**config.mk**
```make
export PLATFORM = sky130hd
export DESIGN_NAME = queued_seq_alu_flat
export DESIGN_NICKNAME = d
export VERILOG_FILES = /design/src/rtl/alu_pkg.sv /design/src/rtl/queued_seq_alu_if.sv /design/src/rtl/alu_cmd_fifo.sv /design/src/rtl/queued_seq_alu.sv /design/src/flat_wrapper.sv
export SDC_FILE = /design/constraint.sdc
export NUM_CORES = 1
export LEC_CHECK = 0
export ABC_CLOCK_PERIOD_IN_PS = 6940
export CORE_MARGIN = 5
export CORE_UTILIZATION = 41
export DETAILED_ROUTE_END_ITERATION = 7
export GPL_TIMING_DRIVEN = 0
export PLACE_DENSITY_LB_ADDON = 0.05
export SETUP_SLACK_MARGIN = 0.05
export SYNTH_ARGS = -nofsm -noshare
export SYNTH_HDL_FRONTEND = slang
export SYNTH_SLANG_ARGS = --single-unit
```
**constraint.sdc**
```tcl
create_clock -name clk -period 6.94 [get_ports clk]
set_clock_uncertainty 0.05 [all_clocks]
set_input_delay 1.041 -clock clk [delete_from_list [all_inputs] [get_ports clk]]
set_output_delay 1.041 -clock clk [all_outputs]
set_load 0.03 [all_outputs]
```
**src/rtl/alu_pkg.sv**
```systemverilog
// Shared definitions for the queued sequential ALU: opcodes, FSM states,
// flag bit positions and a small opcode classification helper.
package alu_pkg;

    localparam logic [2:0] OP_ADD = 3'd0;
    localparam logic [2:0] OP_SUB = 3'd1;
    localparam logic [2:0] OP_MUL = 3'd2;
    localparam logic [2:0] OP_DIV = 3'd3;
    localparam logic [2:0] OP_AND = 3'd4;
    localparam logic [2:0] OP_OR  = 3'd5;
    localparam logic [2:0] OP_XOR = 3'd6;
    localparam logic [2:0] OP_ILL = 3'd7;

    localparam int FLAG_CARRY   = 0;
    localparam int FLAG_ZERO    = 1;
    localparam int FLAG_DIV0    = 2;
    localparam int FLAG_ILLEGAL = 3;

    typedef enum logic [1:0] {
        ST_IDLE   = 2'd0,
        ST_EXEC   = 2'd1,
        ST_RESULT = 2'd2
    } state_e;

    function automatic logic is_iterative(input logic [2:0] op);
        return (op == OP_MUL) || (op == OP_DIV);
    endfunction

endpackage

```
**src/rtl/queued_seq_alu_if.sv**
```systemverilog
// Command and result handshake bundle; master is the environment, slave is the ALU.
interface queued_seq_alu_if #(
    parameter int WIDTH = 4,
    parameter int DEPTH = 4
) ();
    logic                     in_valid;
    logic                     in_ready;
    logic [2:0]               opcode;
    logic [WIDTH-1:0]         in1;
    logic [WIDTH-1:0]         in2;
    logic                     out_valid;
    logic                     out_ready;
    logic [WIDTH-1:0]         out_high;
    logic [WIDTH-1:0]         out_low;
    logic [3:0]               flags;
    logic [$clog2(DEPTH):0]   count;
    logic                     busy;

    modport master (
        output in_valid, opcode, in1, in2, out_ready,
        input  in_ready, out_valid, out_high, out_low, flags, count, busy
    );

    modport slave (
        input  in_valid, opcode, in1, in2, out_ready,
        output in_ready, out_valid, out_high, out_low, flags, count, busy
    );
endinterface

```
**src/rtl/alu_cmd_fifo.sv**
```systemverilog
// Show-ahead synchronous command FIFO with occupancy count; push and pop
// on the same edge leave the count unchanged.
module alu_cmd_fifo #(
    parameter int WIDTH = 11,
    parameter int DEPTH = 4
) (
    input  logic                   clk,
    input  logic                   reset,
    input  logic                   push_i,
    input  logic                   pop_i,
    input  logic [WIDTH-1:0]       wdata_i,
    output logic [WIDTH-1:0]       rdata_o,
    output logic                   full_o,
    output logic                   empty_o,
    output logic [$clog2(DEPTH):0] count_o
);
    localparam int AW = $clog2(DEPTH);
    localparam int CW = AW + 1;

    logic [WIDTH-1:0] mem_q [DEPTH];
    logic [AW-1:0]    wr_ptr_q, wr_ptr_d;
    logic [AW-1:0]    rd_ptr_q, rd_ptr_d;
    logic [CW-1:0]    count_q, count_d;
    logic             do_push_s;
    logic             do_pop_s;

    assign full_o    = (count_q == CW'(DEPTH));
    assign empty_o   = (count_q == '0);
    assign count_o   = count_q;
    assign rdata_o   = mem_q[rd_ptr_q];
    assign do_push_s = push_i && !full_o;
    assign do_pop_s  = pop_i && !empty_o;

    // Pointer and occupancy next-state
    always_comb begin
        wr_ptr_d = do_push_s ? wr_ptr_q + AW'(1) : wr_ptr_q;
        rd_ptr_d = do_pop_s  ? rd_ptr_q + AW'(1) : rd_ptr_q;
        case ({do_push_s, do_pop_s})
            2'b10:   count_d = count_q + CW'(1);
            2'b01:   count_d = count_q - CW'(1);
            default: count_d = count_q;
        endcase
    end

    // Control registers
    always_ff @(posedge clk or posedge reset) begin
        if (reset) begin
            wr_ptr_q <= '0;
            rd_ptr_q <= '0;
            count_q  <= '0;
        end else begin
            wr_ptr_q <= wr_ptr_d;
            rd_ptr_q <= rd_ptr_d;
            count_q  <= count_d;
        end
    end

    // Storage array; contents are don't-care while the pointers say empty
    always_ff @(posedge clk) begin
        if (do_push_s) begin
            mem_q[wr_ptr_q] <= wdata_i;
        end
    end

endmodule

```
**src/rtl/queued_seq_alu.sv**
```systemverilog
// Multi-cycle ALU behind a command FIFO: pops one command at a time, runs it
// (shift-add MUL, restoring DIV, single-edge simple ops) and holds the result.
module queued_seq_alu
    import alu_pkg::*;
#(
    parameter int WIDTH = 4,
    parameter int DEPTH = 4
) (
    input  logic            clk,
    input  logic            reset,
    queued_seq_alu_if.slave bus
);
    localparam int DW = 3 + 2 * WIDTH;
    localparam int CW = $clog2(DEPTH) + 1;
    localparam int IW = $clog2(WIDTH) + 1;
    localparam logic [IW-1:0] LAST_ITER = IW'(WIDTH - 1);

    state_e           state_q, state_d;
    logic [2:0]       op_q, op_d;
    logic [WIDTH-1:0] a_q, a_d;
    logic [WIDTH-1:0] b_q, b_d;
    logic [WIDTH-1:0] hi_q, hi_d;
    logic [WIDTH-1:0] lo_q, lo_d;
    logic [IW-1:0]    iter_q, iter_d;
    logic             out_valid_q, out_valid_d;
    logic [WIDTH-1:0] out_high_q, out_high_d;
    logic [WIDTH-1:0] out_low_q, out_low_d;
    logic [3:0]       flags_q, flags_d;

    logic [DW-1:0]    head_s;
    logic [2:0]       head_op_s;
    logic [WIDTH-1:0] head_a_s, head_b_s;
    logic             fifo_full_s, fifo_empty_s, pop_s, latch_s;
    logic [CW-1:0]    fifo_count_s;

    logic [WIDTH:0]   add_s, sub_s, mul_sum_s, div_shift_s;
    logic [WIDTH-1:0] mul_hi_s, mul_lo_s, div_rem_s, div_quo_s;
    logic             div_ge_s;
    logic [WIDTH-1:0] fin_hi_s, fin_lo_s;
    logic [3:0]       fin_flags_s;

    assign pop_s = (state_q == ST_IDLE) && !fifo_empty_s;

    alu_cmd_fifo #(.WIDTH(DW), .DEPTH(DEPTH)) u_fifo (
        .clk     (clk),
        .reset   (reset),
        .push_i  (bus.in_valid),
        .pop_i   (pop_s),
        .wdata_i ({bus.opcode, bus.in1, bus.in2}),
        .rdata_o (head_s),
        .full_o  (fifo_full_s),
        .empty_o (fifo_empty_s),
        .count_o (fifo_count_s)
    );

    assign head_op_s = head_s[DW-1 -: 3];
    assign head_a_s  = head_s[2*WIDTH-1 -: WIDTH];
    assign head_b_s  = head_s[WIDTH-1:0];

    // MUL keeps {hi,lo} as {partial product, remaining multiplier}; DIV as {remainder, quotient}
    assign add_s       = {1'b0, a_q} + {1'b0, b_q};
    assign sub_s       = {1'b0, a_q} - {1'b0, b_q};
    assign mul_sum_s   = {1'b0, hi_q} + (lo_q[0] ? {1'b0, a_q} : {(WIDTH+1){1'b0}});
    assign mul_hi_s    = mul_sum_s[WIDTH:1];
    assign mul_lo_s    = {mul_sum_s[0], lo_q[WIDTH-1:1]};
    assign div_shift_s = {hi_q, lo_q[WIDTH-1]};
    assign div_ge_s    = (div_shift_s >= {1'b0, b_q});
    assign div_rem_s   = div_ge_s ? (div_shift_s[WIDTH-1:0] - b_q) : div_shift_s[WIDTH-1:0];
    assign div_quo_s   = {lo_q[WIDTH-2:0], div_ge_s};

    // Final result and flags, meaningful on the edge that enters RESULT
    always_comb begin
        fin_hi_s    = '0;
        fin_lo_s    = '0;
        fin_flags_s = 4'b0000;
        case (op_q)
            OP_ADD: begin
                fin_lo_s                 = add_s[WIDTH-1:0];
                fin_hi_s                 = {{(WIDTH-1){1'b0}}, add_s[WIDTH]};
                fin_flags_s[FLAG_CARRY]  = add_s[WIDTH];
            end
            OP_SUB: begin
                fin_lo_s                 = sub_s[WIDTH-1:0];
                fin_hi_s                 = {{(WIDTH-1){1'b0}}, sub_s[WIDTH]};
                fin_flags_s[FLAG_CARRY]  = sub_s[WIDTH];
            end
            OP_MUL: begin
                fin_hi_s = mul_hi_s;
                fin_lo_s = mul_lo_s;
            end
            OP_DIV: begin
                if (b_q == '0) begin
                    fin_hi_s               = a_q;
                    fin_lo_s               = '1;
                    fin_flags_s[FLAG_DIV0] = 1'b1;
                end else begin
                    fin_hi_s = div_rem_s;
                    fin_lo_s = div_quo_s;
                end
            end
            OP_AND:  fin_lo_s = a_q & b_q;
            OP_OR:   fin_lo_s = a_q | b_q;
            OP_XOR:  fin_lo_s = a_q ^ b_q;
            default: fin_flags_s[FLAG_ILLEGAL] = 1'b1;
        endcase
        fin_flags_s[FLAG_ZERO] = (op_q != OP_ILL) && ({fin_hi_s, fin_lo_s} == '0);
    end

    // FSM next-state and datapath updates
    always_comb begin
        state_d     = state_q;
        op_d        = op_q;
        a_d         = a_q;
        b_d         = b_q;
        hi_d        = hi_q;
        lo_d        = lo_q;
        iter_d      = iter_q;
        out_valid_d = out_valid_q;
        out_high_d  = out_high_q;
        out_low_d   = out_low_q;
        flags_d     = flags_q;
        latch_s     = 1'b0;
        case (state_q)
            ST_IDLE: begin
                if (!fifo_empty_s) begin
                    op_d    = head_op_s;
                    a_d     = head_a_s;
                    b_d     = head_b_s;
                    hi_d    = '0;
                    lo_d    = (head_op_s == OP_MUL) ? head_b_s : head_a_s;
                    iter_d  = '0;
                    state_d = ST_EXEC;
                end else begin
                    state_d = ST_IDLE;
                end
            end
            ST_EXEC: begin
                if (is_iterative(op_q)) begin
                    iter_d = iter_q + IW'(1);
                    if (op_q == OP_MUL) begin
                        hi_d = mul_hi_s;
                        lo_d = mul_lo_s;
                    end else if (b_q != '0) begin
                        hi_d = div_rem_s;
                        lo_d = div_quo_s;
                    end else begin
                        hi_d = hi_q;
                        lo_d = lo_q;
                    end
                    if (iter_q == LAST_ITER) begin
                        state_d = ST_RESULT;
                        latch_s = 1'b1;
                    end else begin
                        state_d = ST_EXEC;
                    end
                end else begin
                    state_d = ST_RESULT;
                    latch_s = 1'b1;
                end
            end
            ST_RESULT: begin
                if (bus.out_ready) begin
                    out_valid_d = 1'b0;
                    state_d     = ST_IDLE;
                end else begin
                    state_d = ST_RESULT;
                end
            end
            default: state_d = ST_IDLE;
        endcase
        if (latch_s) begin
            out_valid_d = 1'b1;
            out_high_d  = fin_hi_s;
            out_low_d   = fin_lo_s;
            flags_d     = fin_flags_s;
        end else begin
            out_high_d = out_high_q;
        end
    end

    // State, datapath and output registers
    always_ff @(posedge clk or posedge reset) begin
        if (reset) begin
            state_q     <= ST_IDLE;
            op_q        <= 3'd0;
            a_q         <= '0;
            b_q         <= '0;
            hi_q        <= '0;
            lo_q        <= '0;
            iter_q      <= '0;
            out_valid_q <= 1'b0;
            out_high_q  <= '0;
            out_low_q   <= '0;
            flags_q     <= 4'b0000;
        end else begin
            state_q     <= state_d;
            op_q        <= op_d;
            a_q         <= a_d;
            b_q         <= b_d;
            hi_q        <= hi_d;
            lo_q        <= lo_d;
            iter_q      <= iter_d;
            out_valid_q <= out_valid_d;
            out_high_q  <= out_high_d;
            out_low_q   <= out_low_d;
            flags_q     <= flags_d;
        end
    end

    assign bus.in_ready  = !fifo_full_s;
    assign bus.count     = fifo_count_s;
    assign bus.busy      = (state_q != ST_IDLE);
    assign bus.out_valid = out_valid_q;
    assign bus.out_high  = out_high_q;
    assign bus.out_low   = out_low_q;
    assign bus.flags     = flags_q;

endmodule

```
**src/flat_wrapper.sv**
```systemverilog
// flat-port wrapper written by rule: the top's interface ports become plain ports
module queued_seq_alu_flat import alu_pkg::*;
#(
    parameter int WIDTH = 4,
    parameter int DEPTH = 4
)
  (clk, reset, bus_in_valid, bus_opcode, bus_in1, bus_in2, bus_out_ready, bus_in_ready, bus_out_valid, bus_out_high, bus_out_low, bus_flags, bus_count, bus_busy);
  queued_seq_alu_if #(.WIDTH(WIDTH), .DEPTH(DEPTH)) bus_i ();
  input  logic clk;
  input  logic reset;
  input wire logic [$bits(bus_i.in_valid)-1:0] bus_in_valid;
  input wire logic [$bits(bus_i.opcode)-1:0] bus_opcode;
  input wire logic [$bits(bus_i.in1)-1:0] bus_in1;
  input wire logic [$bits(bus_i.in2)-1:0] bus_in2;
  input wire logic [$bits(bus_i.out_ready)-1:0] bus_out_ready;
  output wire logic [$bits(bus_i.in_ready)-1:0] bus_in_ready;
  output wire logic [$bits(bus_i.out_valid)-1:0] bus_out_valid;
  output wire logic [$bits(bus_i.out_high)-1:0] bus_out_high;
  output wire logic [$bits(bus_i.out_low)-1:0] bus_out_low;
  output wire logic [$bits(bus_i.flags)-1:0] bus_flags;
  output wire logic [$bits(bus_i.count)-1:0] bus_count;
  output wire logic [$bits(bus_i.busy)-1:0] bus_busy;
  assign bus_i.in_valid = bus_in_valid;
  assign bus_i.opcode = bus_opcode;
  assign bus_i.in1 = bus_in1;
  assign bus_i.in2 = bus_in2;
  assign bus_i.out_ready = bus_out_ready;
  assign bus_in_ready = bus_i.in_ready;
  assign bus_out_valid = bus_i.out_valid;
  assign bus_out_high = bus_i.out_high;
  assign bus_out_low = bus_i.out_low;
  assign bus_flags = bus_i.flags;
  assign bus_count = bus_i.count;
  assign bus_busy = bus_i.busy;
  queued_seq_alu #(.WIDTH(WIDTH), .DEPTH(DEPTH)) u_core (.clk(clk), .reset(reset), .bus(bus_i));
endmodule
```
After elaboration in Yosys (flattened, before gate mapping)
Memory sizes are Yosys's and may differ from the RTL's. Cells that the tools add are included.

Register bits after elaboration: 44. Bits in writable memories: 44. Bits of input ports: 15. Output and inout bits: 18. Word-level logic and storage cells: 107. Memories: 1.

Memory list: u_core.u_fifo.mem_q (words 4, width 11, read ports 1, clocked after memory_dff 0, write ports 1, line alu_cmd_fifo.sv:20) `logic [WIDTH-1:0] mem_q [DEPTH];`.

Add/subtract/negate cells: 9. Magnitude comparators: 1. Eq/ne operators: 17. Multiplexer cells: 38. Bitwise operators: 4. Reduce and logical (&&, ||, !) cells: 23.

Operators with widths (count): 4-bit two-way mux (13); 4-bit case mux with 7 select lines (1); 4-bit case mux with 2 select lines (2); 4-bit case mux with 4 select lines (1); 3-bit by 2-bit == test with 1-bit output, second input constant (4); 3-bit == test, second input constant (4); 1-bit two-way mux (12); 3-bit case mux with 2 select lines (2); 2-bit nonzero test (5); 8-bit logical NOT (1); 7-bit OR reduction (1); 3-bit by 1-bit adder with 3-bit output, second input constant (2); 3-bit logical NOT (2); 2-bit two-way mux (3); 3-bit two-way mux (2); 2-bit case mux with 3 select lines (1); 4-bit by 4-bit adder with 5-bit output (1); 4-bit by 5-bit adder with 5-bit output (1); 5-bit by 4-bit greater-or-equal comparator with 1-bit output (1); 4-bit by 4-bit subtractor with 5-bit output (1); 2-bit by 1-bit adder with 2-bit output, second input constant (2); 4-bit bitwise AND (1); 2-bit by 1-bit == test with 1-bit output, second input constant (2); 2-bit == test, second input constant (2); 20 further kinds (25).

Logic depth before layout (Yosys ltp)
Depth in word-level cells: 6. Mapped depth: 10. Mapped depth without buffers: 10.

Hierarchy
Synthesis repeated with hierarchy kept, for this count alone.

Cell total of the unflattened synthesis: 414. Area total of the unflattened synthesis: 4822.1 um^2.

By module, submodules not included: queued_seq_alu (times used 1, cells an instance 319, area each 2786.4 um^2, seq. area each 925.9 um^2); alu_cmd_fifo (times used 1, cells an instance 95, area each 2035.7 um^2, seq. area each 1496.4 um^2).

Worst setup path after synthesis
OpenSTA, ideal clock, no wires.

Kind: reg2reg. Start point: register u_core.state_q[1]. End point: register u_core.u_fifo.count_q[2], in the netlist u_core.u_fifo.count_o[2]. Setup time: 0.080 ns. Arrival time: 2.436 ns. Data required time: 6.810 ns. Slack: 4.373 ns. Cell stages (with the launch flop): 10. Cells stage by stage: dfrtp_1 > or2_1 > nor2_1 > clkbuf_1 > ha_1 > inv_1 > fa_1 > xor2_1 > nor2_1 > xor2_1.

Longest elaborated chain between the ends: 5. Elaborated cells between the ends (all ways): 7.

RTL lines: start: declaration (line queued_seq_alu.sv:18) `state_e state_q, state_d;`; start signal: assignment (line queued_seq_alu.sv:196) `state_q <= state_d;`; 2-bit logical NOT * (line queued_seq_alu.sv:42) `assign pop_s = (state_q == ST_IDLE) && !fifo_empty_s;`; 1-bit logical AND * (line queued_seq_alu.sv:42); via u_core.pop_s (line queued_seq_alu.sv:33) `logic fifo_full_s, fifo_empty_s, pop_s, latch_s;`; 1-bit logical AND * (line alu_cmd_fifo.sv:32) `assign do_pop_s = pop_i && !empty_o;`; 2-bit by 1-bit == test with 1-bit output / 2-bit == test (equally long branches) (line alu_cmd_fifo.sv:38) `case ({do_push_s, do_pop_s})`; 3-bit case mux with 2 select lines / 2-bit nonzero test (equally long branches); end signal: assignment (line alu_cmd_fifo.sv:54) `count_q <= count_d;`; end: declaration (line alu_cmd_fifo.sv:23) `logic [CW-1:0] count_q, count_d;`.

The timed path passes the listed nets; every way through them passes the cells marked *. A chain may end at the register's enable or synchronous reset.

Final worst setup path
Ends and elaborated chain as after synthesis.

==> flow_metrics.tcl <==
set metrics [dict create \
    combinationalPowerShare_pct 53.8 \
    via_per_inst 5.41 \
    drc_errors 0 \
    cts_tree "built" \
    fin_crit_sh_pct 43.6 \
    wirelength_um 10600 \
    synth-edff-count 44 \
    vdd_drop_max_v 0.000208 \
    die_h_um 118 \
    avgSynthCellArea_um2 11.7 \
    boundaryPins 33 \
    htree_levels 3 \
    powerDensity_nw_per_um2 525 \
    syn_inst 405 \
    max-cap-violations 0 \
    cts_root_buffer "clkbuf_16" \
    cts.reportedPaths.clkPinSlew_ns 0.06 \
    cp.arrival_ns 3.24 \
    p_seq_share_pct 29.1 \
    final-hold-violation-count 0 \
    p_switching_mw 1.25 \
    wl_per_cell_um 17.7 \
    grt_pass1_wl_um 17700 \
    async_flop_share_pct 50.0 \
    hold_buffers 0 \
    synth_flop_cell "edfxtp_1" \
    clockBufferDepth 2 \
    nNetsFinal 496 \
    synth_seq_cells 88 \
    grt_usage_pct 16.1 \
    die_area_um2 13800 \
    drive_gt1_share_pct 12.6 \
    slowest_stage "nor2_1" \
    io_buffers 32 \
    firstDrtPassIters 4 \
    cp-start-kind "flip-flop" \
    post_cts_buffers 0 \
    tightest_slew_ns 1.10 \
    cts.sinks 88 \
    hp-class "reg -> reg" \
    max_slew_margin_pct 24.8 \
    synth_area_um2 4740 \
    gp_congestion 0.900 \
    crit_type "reg -> reg" \
    final.setup.tns_ns 0 \
    run_status "complete, no violations" \
    drv_slew 0 \
    p_int_mw 1.67 \
    areaGrowthSynthToFinish_pct 17.6 \
    rsz0062_at_grt "false" \
    ys_warn_count 0 \
    grt_pass1_vias 3374 \
    period_minus_slack_ns 3.02 \
    fillCellCount 1037 \
    die_x_um 118 \
    cts_buffers 9 \
    slowest_delay_ns 0.67 \
    core_um2 11400 \
    power_leakage_nw 2.26 \
    ys_types 55 \
    p_sw_share_pct 42.8 \
    p_total_mw 2.93 \
    max_freq_ghz 0.331 \
    vias 3229 \
    final_antenna_net_count 0 \
    drt_iter0_markers 141 \
    setup_viol 0 \
    clockPowerShare_pct 17.1 \
    post_cts_resized 0 \
    grt_antenna_before_repair 0 \
    cp-end-kind "flip-flop" \
    overflow 0 \
    yosysSeqAreaShare_pct 51.1 \
    layout_common_cells "dfrtp_1, edfxtp_1, nand2_1, o21ai_0, clkdlybuf4s50_1" \
    clk_latency_ns 0.34 \
    cp_max_fo 10 \
    syn-num-nets 452 \
    final_util_pct 49.0 \
    row_count 39 \
    dp_hpwl_um 8040 \
    path_cells "or2_1 -> nor2_1 -> clkbuf_1 -> ha_1 -> inv_1 -> fa_1 -> xor2_1 -> nor2_1 -> xor2_1" \
    worstPathRequired_ns 7.16 \
    grt_max_degree 30 \
    start_util_pct 41.7 \
    insertedDiodeCount 0 \
]
-- flip-flops by register name, indices dropped and copies added (netlist names), 3 cells and up --
signal,count
u_core.bus.flags,4
u_core.hi_q,4
u_core.bus.out_high,4
u_core.lo_q,4
u_core.b_q,4
u_core.bus.out_low,4
u_core.op_q,3
u_core.u_fifo.mem_q,44
u_core.a_q,4
u_core.iter_q,3
u_core.u_fifo.count_o,3
-- cells in the mapped netlist, drive strengths merged (2+ instances only) --
master / count / share of area [%]
dfrtp: 44 / 23
edfxtp: 44 / 28
nand2: 43 / 3.4
o21ai: 37 / 4.0
inv: 28 / 2.2
ha: 27 / 7.1
a21oi: 12 / 1.3
buf: 12 / 1.2
mux4: 11 / 5.2
nor2: 11 / 0.87
a22o: 10 / 1.8
nand2b: 9 / 1.3
nor2b: 9 / 1.2
mux2i: 8 / 1.7
mux2: 7 / 1.7
xnor2: 7 / 1.3
a211oi: 6 / 1.1
a31oi: 6 / 0.79
and2: 6 / 0.79
and3: 6 / 0.79
clkbuf: 6 / 0.50
fa: 5 / 2.1
nand3: 5 / 0.53
xor2: 5 / 0.92
nand3b: 3 / 0.48
nor3b: 3 / 0.69
o22ai: 3 / 0.40
or2: 3 / 0.40
a2111oi: 2 / 0.37
a21o: 2 / 0.32
a311oi: 2 / 0.37
a32o: 2 / 0.42
nand4: 2 / 0.26
nor3: 2 / 0.21
nor4b: 2 / 0.37
o211ai: 2 / 0.32
o311a: 2 / 0.42
o31ai: 2 / 0.32
-- critical path: cells and delay by family, from the launching register on --
| family | cells | cell delay [ns] |
|---|---|---|
| buf+inv | 2 | 0.50 |
| flops | 1 | 0.40 |
| simple gates | 3 | 1.06 |
| fa+ha+maj | 2 | 0.65 |
| xor+xnor | 2 | 0.30 |
-- routing by layer --
metal	wire length [um]	up-vias	GRT usage, %
met4	314	0	6.88
met3	380	18	4.28
met5	0	-	0
met2	5210	61	26.8
li1	-	1573	-
met1	4670	1577	19.6
-- logic make-up after synthesis --
logic type      after synthesis  synth area share [%]
mux                          26                  8.58
xor+xnor                     12                  2.22
simple gates                107                  11.8
flops                        88                  51.1
fa+ha+maj                    32                  9.24
buf+inv                      46                  3.96
compound gates               94                  13.1
-- power groups by stage --
stage	sequential [mW]	clock, mW	combinational, mW
CTS	0.854	0.514	1.60
detailed placement	0.864	0	1.59
floorplan	0.897	0	1.07
global route	0.876	0.534	1.76
finish	0.852	0.500	1.57
global placement	0.860	0	1.57
-- through the flow --
stage,hold WS (ns),cells,cell area [um2],setup slack [ns]
2_1_floorplan,0.418,405,4740,4.37
3_3_place_gp,0.419,580,5240,3.82
3_5_place_dp,0.425,581,5260,3.89
4_1_cts,0.440,597,5580,3.86
5_1_grt,0.464,597,5580,3.74
6_report,0.429,597,5580,3.92
-- path summary, 6_finish.rpt --
| check | start | endpoint | slack, ns | cells after the start |
|---|---|---|---|---|
| setup / recovery | u_core.state_q[1]$_DFF_PP0_ | u_core.u_fifo.count_o[2]$_DFFE_PP0P_ | 3.92 | 9 |
| hold / removal | u_core.bus.out_high[2]$_DFFE_PP0P_ | u_core.bus.out_high[2]$_DFFE_PP0P_ | 0.43 | 2 |
| setup reg to reg | u_core.state_q[1]$_DFF_PP0_ | u_core.u_fifo.count_o[2]$_DFFE_PP0P_ | 3.92 | 9 |
| hold reg to reg | u_core.bus.out_high[2]$_DFFE_PP0P_ | u_core.bus.out_high[2]$_DFFE_PP0P_ | 0.43 | 2 |
| max in group asynchronous | reset | u_core.op_q[0]$_DFFE_PP0P_ | 5.42 | 3 |
| min in group asynchronous | reset | u_core.u_fifo.count_o[0]$_DFFE_PP0P_ | 0.94 | 2 |
-- layout make-up --
cell class                 instances  area (um2)  area share [%]
buffer                            18        82.6            1.48
clock buffer                      11         253            4.53
clock inverter                     5        63.8            1.14
inverter                          28         105            1.89
multi-input combinational        271        2130            38.2
sequential                        88        2420            43.4
tap                              143         179            3.21
timing repair buffer              33         340            6.10
(Power assumes the default switching activity.)
